--- config.mk ---
export PLATFORM = sky130hd
export DESIGN_NAME = mem_alu_pipe_flat
export DESIGN_NICKNAME = d
export VERILOG_FILES = /design/src/rtl/mem_alu_pipe_if.sv /design/src/rtl/mem_alu_pipe.sv /design/src/flat_wrapper.sv
export SDC_FILE = /design/constraint.sdc
export NUM_CORES = 1
export LEC_CHECK = 0
export CORE_MARGIN = 4
export CORE_UTILIZATION = 40
export CTS_CLUSTER_DIAMETER = 120
export DETAILED_ROUTE_END_ITERATION = 8
export MAX_ROUTING_LAYER = met4
export PLACE_DENSITY = 0.68
export SKIP_LAST_GASP = 1
export SYNTH_ARGS = -nofsm -noshare
export SYNTH_HDL_FRONTEND = slang
export SYNTH_SLANG_ARGS = --single-unit
--- constraint.sdc ---
create_clock -name clk -period 18.3 [get_ports clk]
set_input_delay 2.745 -clock clk [delete_from_list [all_inputs] [get_ports clk]]
set_output_delay 2.745 -clock clk [all_outputs]
set_load 0.05 [all_outputs]
--- src/rtl/mem_alu_pipe_if.sv ---
// Instruction and result streams of mem_alu_pipe: valid/ready on both sides.
// The slave modport is the pipeline itself; the master is the sequencer/consumer side.
interface mem_alu_pipe_if #(
   parameter int DATA_W = 8,
   parameter int ADDR_W = 4
);
   localparam int INSTR_W = 4 + 3 * ADDR_W;

   logic               in_valid;
   logic               in_ready;
   logic [INSTR_W-1:0] instr;
   logic               out_valid;
   logic               out_ready;
   logic [DATA_W-1:0]  out_data;
   logic [ADDR_W-1:0]  out_dst;
   logic               out_zero;
   logic               out_err;

   modport master (
      output in_valid, instr, out_ready,
      input  in_ready, out_valid, out_data, out_dst, out_zero, out_err
   );

   modport slave (
      input  in_valid, instr, out_ready,
      output in_ready, out_valid, out_data, out_dst, out_zero, out_err
   );
endinterface

--- src/rtl/mem_alu_pipe.sv ---
// Register-memory ALU, 2-stage pipe (fetch -> execute/writeback); accept at edge k, result at k+1.
// A stalled result output holds EX and drops in_ready; full rate when out_ready stays high.
module mem_alu_pipe #(
   parameter int DATA_W = 8,
   parameter int ADDR_W = 4
) (
   input  logic                       clk,
   input  logic                       rst,
   mem_alu_pipe_if.slave              bus,
   input  logic [ADDR_W-1:0]          dbg_addr,
   output logic [DATA_W-1:0]          dbg_data,
   output logic [(DATA_W<<ADDR_W)-1:0] memory
);
   localparam int DEPTH = 1 << ADDR_W;
   localparam int IMM_W = 2 * ADDR_W;
   localparam logic [DATA_W:0] DW_L = (DATA_W + 1)'(DATA_W);

   typedef enum logic [3:0] {
      OP_LDI = 4'd0,  OP_EQ  = 4'd1,  OP_LT  = 4'd2,  OP_LE  = 4'd3,
      OP_OR  = 4'd4,  OP_SHL = 4'd5,  OP_SHR = 4'd6,  OP_MOV = 4'd7,
      OP_AND = 4'd8,  OP_XOR = 4'd9,  OP_NOT = 4'd10, OP_ADD = 4'd11,
      OP_SUB = 4'd12, OP_MUL = 4'd13, OP_DIV = 4'd14, OP_MOD = 4'd15
   } op_e;

   typedef struct packed {
      op_e               op;
      logic [ADDR_W-1:0] src1;
      logic [ADDR_W-1:0] src2;
      logic [ADDR_W-1:0] dst;
   } instr_t;

   typedef struct packed {
      op_e               op;
      logic [IMM_W-1:0]  imm;
      logic [DATA_W-1:0] r1;
      logic [DATA_W-1:0] r2;
      logic [ADDR_W-1:0] dst;
   } ex_t;

   logic [DATA_W-1:0] mem [DEPTH];
   instr_t            in_w;
   ex_t               ex_q;
   logic              ex_valid;
   logic              ex_fire;
   logic              accept;
   logic [DATA_W-1:0] op1;
   logic [DATA_W-1:0] op2;
   logic [DATA_W-1:0] result;
   logic              result_err;
   logic              shamt_ok;

   logic              out_valid_q;
   logic [DATA_W-1:0] out_data_q;
   logic [ADDR_W-1:0] out_dst_q;
   logic              out_zero_q;
   logic              out_err_q;

   assign in_w         = instr_t'(bus.instr);
   assign ex_fire      = ex_valid && (!out_valid_q || bus.out_ready);
   assign bus.in_ready = !ex_valid || ex_fire;
   assign accept       = bus.in_valid && bus.in_ready;

   // The EX result is not in memory yet when the next instruction fetches; bypass it.
   always_comb begin
      op1 = mem[in_w.src1];
      op2 = mem[in_w.src2];
      if (ex_valid && (in_w.src1 == ex_q.dst)) op1 = result;
      if (ex_valid && (in_w.src2 == ex_q.dst)) op2 = result;
   end

   assign shamt_ok = ({1'b0, ex_q.r2} < DW_L);

   always_comb begin
      result     = '0;
      result_err = 1'b0;
      case (ex_q.op)
         OP_LDI: result = DATA_W'(ex_q.imm);
         OP_EQ:  result = DATA_W'(ex_q.r1 == ex_q.r2);
         OP_LT:  result = DATA_W'(ex_q.r1 <  ex_q.r2);
         OP_LE:  result = DATA_W'(ex_q.r1 <= ex_q.r2);
         OP_OR:  result = ex_q.r1 | ex_q.r2;
         OP_SHL: result = shamt_ok ? (ex_q.r1 << ex_q.r2) : '0;
         OP_SHR: result = shamt_ok ? (ex_q.r1 >> ex_q.r2) : '0;
         OP_MOV: result = ex_q.r1;
         OP_AND: result = ex_q.r1 & ex_q.r2;
         OP_XOR: result = ex_q.r1 ^ ex_q.r2;
         OP_NOT: result = ~ex_q.r1;
         OP_ADD: result = ex_q.r1 + ex_q.r2;
         OP_SUB: result = ex_q.r1 - ex_q.r2;
         OP_MUL: result = ex_q.r1 * ex_q.r2;
         OP_DIV: begin
            if (ex_q.r2 == '0) begin
               result     = '1;
               result_err = 1'b1;
            end else begin
               result = ex_q.r1 / ex_q.r2;
            end
         end
         OP_MOD: begin
            if (ex_q.r2 == '0) begin
               result     = ex_q.r1;
               result_err = 1'b1;
            end else begin
               result = ex_q.r1 % ex_q.r2;
            end
         end
      endcase
   end

   always_ff @(posedge clk or posedge rst) begin
      if (rst) begin
         ex_valid <= 1'b0;
         ex_q     <= '0;
      end else if (accept) begin
         ex_valid <= 1'b1;
         ex_q     <= '{op: in_w.op, imm: {in_w.src1, in_w.src2},
                       r1: op1, r2: op2, dst: in_w.dst};
      end else if (ex_fire) begin
         ex_valid <= 1'b0;
      end
   end

   always_ff @(posedge clk or posedge rst) begin
      if (rst) begin
         out_valid_q <= 1'b0;
         out_data_q  <= '0;
         out_dst_q   <= '0;
         out_zero_q  <= 1'b0;
         out_err_q   <= 1'b0;
      end else if (ex_fire) begin
         out_valid_q <= 1'b1;
         out_data_q  <= result;
         out_dst_q   <= ex_q.dst;
         out_zero_q  <= (result == '0);
         out_err_q   <= result_err;
      end else if (bus.out_ready) begin
         out_valid_q <= 1'b0;
      end
   end

   always_ff @(posedge clk or posedge rst) begin
      if (rst) begin
         for (int k = 0; k < DEPTH; k++) mem[k] <= '0;
      end else if (ex_fire) begin
         mem[ex_q.dst] <= result;
      end
   end

   assign bus.out_valid = out_valid_q;
   assign bus.out_data  = out_data_q;
   assign bus.out_dst   = out_dst_q;
   assign bus.out_zero  = out_zero_q;
   assign bus.out_err   = out_err_q;

   assign dbg_data = mem[dbg_addr];

   for (genvar k = 0; k < DEPTH; k++) begin : g_img
      assign memory[k*DATA_W +: DATA_W] = mem[k];
   end
endmodule

--- src/flat_wrapper.sv ---
// flat-port wrapper written by rule: the top's interface ports become plain ports
module mem_alu_pipe_flat 
#(
   parameter int DATA_W = 8,
   parameter int ADDR_W = 4
)
  (clk, rst, dbg_addr, dbg_data, memory, bus_in_valid, bus_instr, bus_out_ready, bus_in_ready, bus_out_valid, bus_out_data, bus_out_dst, bus_out_zero, bus_out_err);
  mem_alu_pipe_if #(.DATA_W(DATA_W), .ADDR_W(ADDR_W)) bus_i ();
  input  logic clk;
  input  logic rst;
  input  logic [ADDR_W-1:0] dbg_addr;
  output logic [DATA_W-1:0] dbg_data;
  output logic [(DATA_W<<ADDR_W)-1:0] memory;
  input wire logic [$bits(bus_i.in_valid)-1:0] bus_in_valid;
  input wire logic [$bits(bus_i.instr)-1:0] bus_instr;
  input wire logic [$bits(bus_i.out_ready)-1:0] bus_out_ready;
  output wire logic [$bits(bus_i.in_ready)-1:0] bus_in_ready;
  output wire logic [$bits(bus_i.out_valid)-1:0] bus_out_valid;
  output wire logic [$bits(bus_i.out_data)-1:0] bus_out_data;
  output wire logic [$bits(bus_i.out_dst)-1:0] bus_out_dst;
  output wire logic [$bits(bus_i.out_zero)-1:0] bus_out_zero;
  output wire logic [$bits(bus_i.out_err)-1:0] bus_out_err;
  assign bus_i.in_valid = bus_in_valid;
  assign bus_i.instr = bus_instr;
  assign bus_i.out_ready = bus_out_ready;
  assign bus_in_ready = bus_i.in_ready;
  assign bus_out_valid = bus_i.out_valid;
  assign bus_out_data = bus_i.out_data;
  assign bus_out_dst = bus_i.out_dst;
  assign bus_out_zero = bus_i.out_zero;
  assign bus_out_err = bus_i.out_err;
  mem_alu_pipe #(.DATA_W(DATA_W), .ADDR_W(ADDR_W)) u_core (.clk(clk), .rst(rst), .bus(bus_i), .dbg_addr(dbg_addr), .dbg_data(dbg_data), .memory(memory));
endmodule
==> out/qor.yml, run 1 <==
outcome: "finished clean"
hold_path.class: "flip-flop to flip-flop"
grt_start_max_net_pins: 103
synth_top_area_share_pct: 29.5
met3_usage_pct: 4.90
grtUsageMet1_pct: 33.6
fin_crit_ps: 14390
fin_crit_sh_pct: 78.6
cp_slowest_cell: "a211oi_2"
drive_above_1_share_pct: 19.6
synth_most_common_cell: "nand2_1"
synth_cell_types: 81
vias: 12900
synthTopCellsByCount: "nand2_1, dfrtp_1, mux4_2"
grt_pass1_vias: 13000
crit_required_ps: 18570
rsz0062_at_grt: "false"
syn_inst: 1444
fp.dieW_microns: 201
cp_data_arrival_time_ps: 14660
port_buffers: 175
synth_top_area_cell: "dfrtp_1"
track_usage_pct: 25.7
wire_per_inst_microns: 25.4
synthesis.area_sq_mm: 0.0149
cts_tree: "built"
rows: 70
syn_to_final_growth_pct: 17.8
synthArstFlopShare_pct: 100
clk_path_buf_depth: 2
core_sq_mm: 0.0367
vias_per_cell: 6.38
busiest_layer: "met2"
grt_pass1_wl_mm: 80.0
drt_iter0_drc: 1469
synth.area.top_cells: "dfrtp_1, mux4_2, mux2_2, ha_1, nand2_1"
dieHeight_microns: 201
gp_congestion: 0.976
diodes: 0
ctsHoldBuffers: 0
path_delay_family: "compound AO/OA/AOI/OAI gates"
synth.avg_cell_area_sq_um: 10.3
ys_ff_latch: 176
dieArea_sq_mm: 0.0404
firstDrtPassIters: 6
final.setup.tns_ps: 0
cts-resized-gates: 0
slew_headroom_pct: 15.7
post_cts_buffers: 0
cp_num_buf_inv: 2
nNetsFinal: 1660
slowest_delay_ps: 990
dpl.hpwl_mm: 36.5
hold_viol: 0
ys_warn_count: 0
end_kind: "flip-flop"
cp_max_fo: 30
setup_viol: 0
drc: 0
gr-total-overflow: 0
ys.flop_type: "dfrtp_1"
crit_type: "flip-flop to flip-flop"
cts-buffers-inserted: 17
cts.htree.levels: 4
drv_cap: 0
fmax_mhz: 69.5
synth_edf_count: 0
clkSinkCount: 176
clock_skew_ps: 12.6
final_max_slew_viol_count: 0
max_slew.worst_pin.slew_ps: 1260
drt.antenna.violating_nets: 0
worstSkewPairLatency_ps: 440
syn-num-nets: 1562
pin_count: 176
synth-seq-area-share_pct: 29.5
wirelength_mm: 51.3
cpMostUsedCell: "ha_1"
clock-root-buffer: "clkbuf_16"
clk_pin_slew_ps: 70
crit_path_start_kind: "flip-flop"
use_met2_pct: 40.6
antenna_found_initial: 0
start_util_pct: 40.6
[placed cells by master, fill, tap and decap left out, types with 50 or more instances in the layout]
cell	count
nor2_1	77
mux4_2	126
inv_1	50
o21ai_0	69
mux2_2	94
nand2_1	190
a21oi_1	55
ha_1	79
dfrtp_1	176
clkdlybuf4s50_1	169
[per-stage QoR]
step	worst slack, ps	util, %	cell area (sq um)	hold WS (ps)	std cells
floorplan	6260	-	14900	447	1444
global placement	4840	46.2	17000	463	1991
detailed placement	4180	46.2	17000	465	1991
CTS	4110	47.9	17600	481	2023
global route	2800	47.9	17600	510	2023
finish	3910	47.9	17600	481	2023
[cell type report]
cell class	count	area, sq um
clock buffer	22	484
sequential	176	4400
tap	468	586
timing repair buffer	199	1900
fill	3290	19100
clock inverter	10	125
inverter	55	211
multi-input combinational	1093	9860
[cells by family after synthesis]
kind of cell               after synthesis  share of synthesized area [%]
muxes                                  252                           28.3
and+or+nand+nor                        415                           13.0
xor gates and xnor gates                40                           2.53
adders and majority gates               94                           8.64
DFF                                    176                           29.5
AOI/OAI and AO/OA                      292                           13.4
buffers and inverters                  175                           4.63
[metal layers]
layer  up-vias  wire, microns
li1       5594              -
met1      6454          20800
met2       737          24300
met3       131           4490
met4         0           1770
met5         -              0
[flip-flops by register name, summed over array words and instances (netlist names)]
signal                cells
u_core.memory           128
u_core.bus.out_valid      1
u_core.bus.out_dst        4
u_core.bus.out_err        1
u_core.bus.out_zero       1
u_core.ex_q              32
u_core.bus.out_data       8
u_core.ex_valid           1
[path summary, 6_finish.rpt]
path / startpoint / end / slack [ps] / cells past startpoint
max in group asynchronous: rst / u_core.memory[35]$_DFFE_PP0P_ / 13850 / 3
min reg2reg: u_core.ex_q[22]$_DFFE_PP0P_ / u_core.ex_q[22]$_DFFE_PP0P_ / 480 / 2
max: u_core.ex_q[4]$_DFFE_PP0P_ / u_core.ex_q[17]$_DFFE_PP0P_ / 3910 / 46
max reg2reg: u_core.ex_q[4]$_DFFE_PP0P_ / u_core.ex_q[17]$_DFFE_PP0P_ / 3910 / 46
min in group asynchronous: rst / u_core.memory[12]$_DFFE_PP0P_ / 2910 / 2
min: u_core.ex_q[22]$_DFFE_PP0P_ / u_core.ex_q[22]$_DFFE_PP0P_ / 480 / 2
[worst reg2reg max path: cells and delay by family, from the launching register on]
kind                       cells  cell delay, ps
AOI/OAI and AO/OA             26            7670
adders and majority gates      8            2870
and+or+nand+nor                8            2020
buffers and inverters          2             890
muxes                          2             460
DFF                            1             330
Power of run 1 is not shown: default switching activity piles up to over one toggle a cycle in this logic, so the estimate is an artifact.
==> run 2, diff against run 1 <==
--- a/config.mk
+++ b/config.mk
@@ -10,7 +10,7 @@
 export CTS_CLUSTER_DIAMETER = 120
 export DETAILED_ROUTE_END_ITERATION = 8
 export MAX_ROUTING_LAYER = met4
-export PLACE_DENSITY = 0.68
+export PLACE_DENSITY = 0.71
 export SKIP_LAST_GASP = 1
 export SYNTH_ARGS = -nofsm -noshare
 export SYNTH_HDL_FRONTEND = slang
==> constraint.sdc (replaced) <==
create_clock -name clk -period 12.9 [get_ports clk]
set_input_delay 1.935 -clock clk [delete_from_list [all_inputs] [get_ports clk]]
set_output_delay 1.935 -clock clk [all_outputs]
set_load 0.05 [all_outputs]
==> run 2 against run 1 <==
Against the previous run: flip-flop and latch count is the same; critical endpoint is now u_core.bus.out_zero$_DFFE_PP0P_; wire length increased by 1.9%; first-iteration DRC count down 4.8%; fmax is 16% higher; critical path depth stayed put; cell count is 1.2% higher; worst hold slack improved by 6.5 ps; register-to-register slack worse by 3400 ps; die area did not move; worst setup slack lost 3400 ps.
==> out/qor.yml, run 2 (same netlist as run 1, synthesis figures left out) <==
drive_above_1_share_pct: 21.3  # +1.7 points
crit_required_ps: 13250  # -5320 ps
crit_type: "flip-flop to flip-flop"
wire_per_inst_microns: 25.6  # +0.74%
fp.dieW_microns: 201  # unchanged
worstSkewPairLatency_ps: 450  # about the same
port_buffers: 175  # unchanged
multi_input_area_sq_mm: 0.00991  # +0.53%
setup_viol: 0  # unchanged
grt_pass1_wl_mm: 80.9  # +1.2%
gp_congestion: 0.982  # +0.66%
r2r_slack_ps: 520  # -3390 ps
wirelength_mm: 52.3  # +1.9%
slew_headroom_pct: 19.8  # +4.1 points
firstDrtPassIters: 5  # -1
reg2reg_to: "u_core.bus.out_zero$_DFFE_PP0P_"
dieHeight_microns: 201  # unchanged
mostFrequentLayoutCell: "nand2_1"
track_usage_pct: 26.2  # +0.49 points
hold_viol: 0  # unchanged
grt_start_max_net_pins: 97  # -5.8%
rr_worst_depth: 46  # unchanged
hp-start: "u_core.ex_q[27]$_DFFE_PP0P_"
end_kind: "flip-flop"
fillers: 3272  # -0.55%
drt_iter0_drc: 1399  # -4.8%
r2r-start: "u_core.ex_q[8]$_DFFE_PP0P_"
clkSinkCount: 176  # unchanged
dpl.hpwl_mm: 37.1  # +1.4%
final_max_slew_viol_count: 0  # unchanged
outcome: "finished clean"
regArea_sq_mm: 0.00440  # unchanged
diodes: 0  # unchanged
fmax_mhz: 80.7  # +16%
drc: 0  # unchanged
cts-buffers-inserted: 17  # unchanged
final_cell_mix: "nand2_1, dfrtp_1, clkdlybuf4s50_1, mux4_2, mux2_2"
hold_path.class: "flip-flop to flip-flop"
rows: 70  # unchanged
placed_cell_area_sq_mm: 0.0171  # +0.93%
dieArea_sq_mm: 0.0404  # unchanged
cts.htree.levels: 4  # unchanged
clk_pin_slew_ps: 70  # about the same
design_area_sq_mm: 0.0178  # +1.4%
pin_count: 176  # unchanged
fin_crit_ps: 12380  # -2010 ps
vias_per_cell: 6.39  # about the same
gr-total-overflow: 0  # unchanged
whs_endpoint: "u_core.ex_q[27]$_DFFE_PP0P_"
clock-root-buffer: "clkbuf_16"
crit_start: "u_core.ex_q[8]$_DFFE_PP0P_"
syn_to_final_growth_pct: 19.4
cp_slowest_cell: "or4_1"
placedCellCount: 2012  # +1.1%
cpMostUsedCell: "ha_1"
largest_reg_flops: 128  # unchanged
drt.antenna.violating_nets: 0  # unchanged
drv_cap: 0  # unchanged
holdPathStages: 2  # unchanged
nNetsFinal: 1684  # +1.4%
max_slew.worst_pin.slew_ps: 1200  # -58.6 ps
fin_crit_sh_pct: 96.0  # +17 points
start_util_pct: 40.6  # unchanged
vias: 13100  # +1.2%
grt_pass1_vias: 13100  # +0.66%
ctsHoldBuffers: 0  # unchanged
slowest_delay_ps: 570  # -420 ps
cts_tree: "built"
cp_max_fo: 20  # -33%
antenna_found_initial: 0  # unchanged
clock_skew_ps: 10.0  # -2.58 ps
core_sq_mm: 0.0367  # unchanged
instances_no_fill: 2047  # +1.2%
crit_path_start_kind: "flip-flop"
cp_data_arrival_time_ps: 12730  # -1930 ps
clk_path_buf_depth: 2  # unchanged
-- run 2: cell count changes in the layout (fill, tap and decap cells not counted), moves of 2 or more --
| cell | delta |
|---|---|
| clkinvlp_4 | -2 |
| inv_6 | +4 |
| a21oi_2 | +2 |
| buf_4 | +23 |
| a21oi_1 | -2 |
| clkbuf_8 | -2 |
-- run 2: worst max-delay path by stage --
stage / endpoint / slack (ps) / depth (start not counted)
3_5_place_dp: u_core.bus.out_zero$_DFFE_PP0P_ / 230 / 48
3_3_place_gp: u_core.bus.out_zero$_DFFE_PP0P_ / 620 / 47
4_1_cts: u_core.bus.out_zero$_DFFE_PP0P_ / 200 / 48
5_1_grt: u_core.bus.out_zero$_DFFE_PP0P_ / -110 / 47
2_1_floorplan: u_core.memory[63]$_DFFE_PP0P_ / 860 / 51
6_report: u_core.bus.out_zero$_DFFE_PP0P_ / 520 / 46
-- run 2: cell type report --
type / count / share of cell area [%]
Clock buffer: 20 / 2.56
Clock inverter: 12 / 0.815
Inverter: 55 / 1.19
Multi-Input combinational cell: 1093 / 55.6
Sequential cell: 176 / 24.7
Tap cell: 468 / 3.29
Timing Repair Buffer: 223 / 11.8
-- run 2: what timing repair did --
action / in CTS / in global routing
endpoints found under the setup margin: 0 / 153
gates resized for setup: 0 / 13
buffers inserted: 0 / 3
-- run 2: metal layers --
layer  vias up  global-route usage (%)  wire length, microns
met5         -                       -                     0
met3       126                    5.75                  4620
li1       5669                       -                     -
met4         0                    9.34                  1910
met1      6552                    34.2                 21300
met2       724                    40.5                 24500
-- run 2: critical path: cells and delay by family (launching register included) --
kind | cells | cell delay [ps]
adders and majority gates | 7 | 2070
DFF | 1 | 450
and+or+nand+nor | 15 | 3820
muxes | 1 | 440
AOI/OAI and AO/OA | 23 | 5500
-- run 2: through the flow --
step           setup slack (ps)  utilization (%)  setup TNS (ps)  hold slack (ps)
2_1_floorplan               857                -               0              447
3_3_place_gp                621             46.6               0              458
3_5_place_dp                231             46.6               0              467
4_1_cts                     203             48.3               0              484
5_1_grt                    -105             48.5            -284              513
6_report                    516             48.5               0              488
Power of run 2 is left out for the same reason.
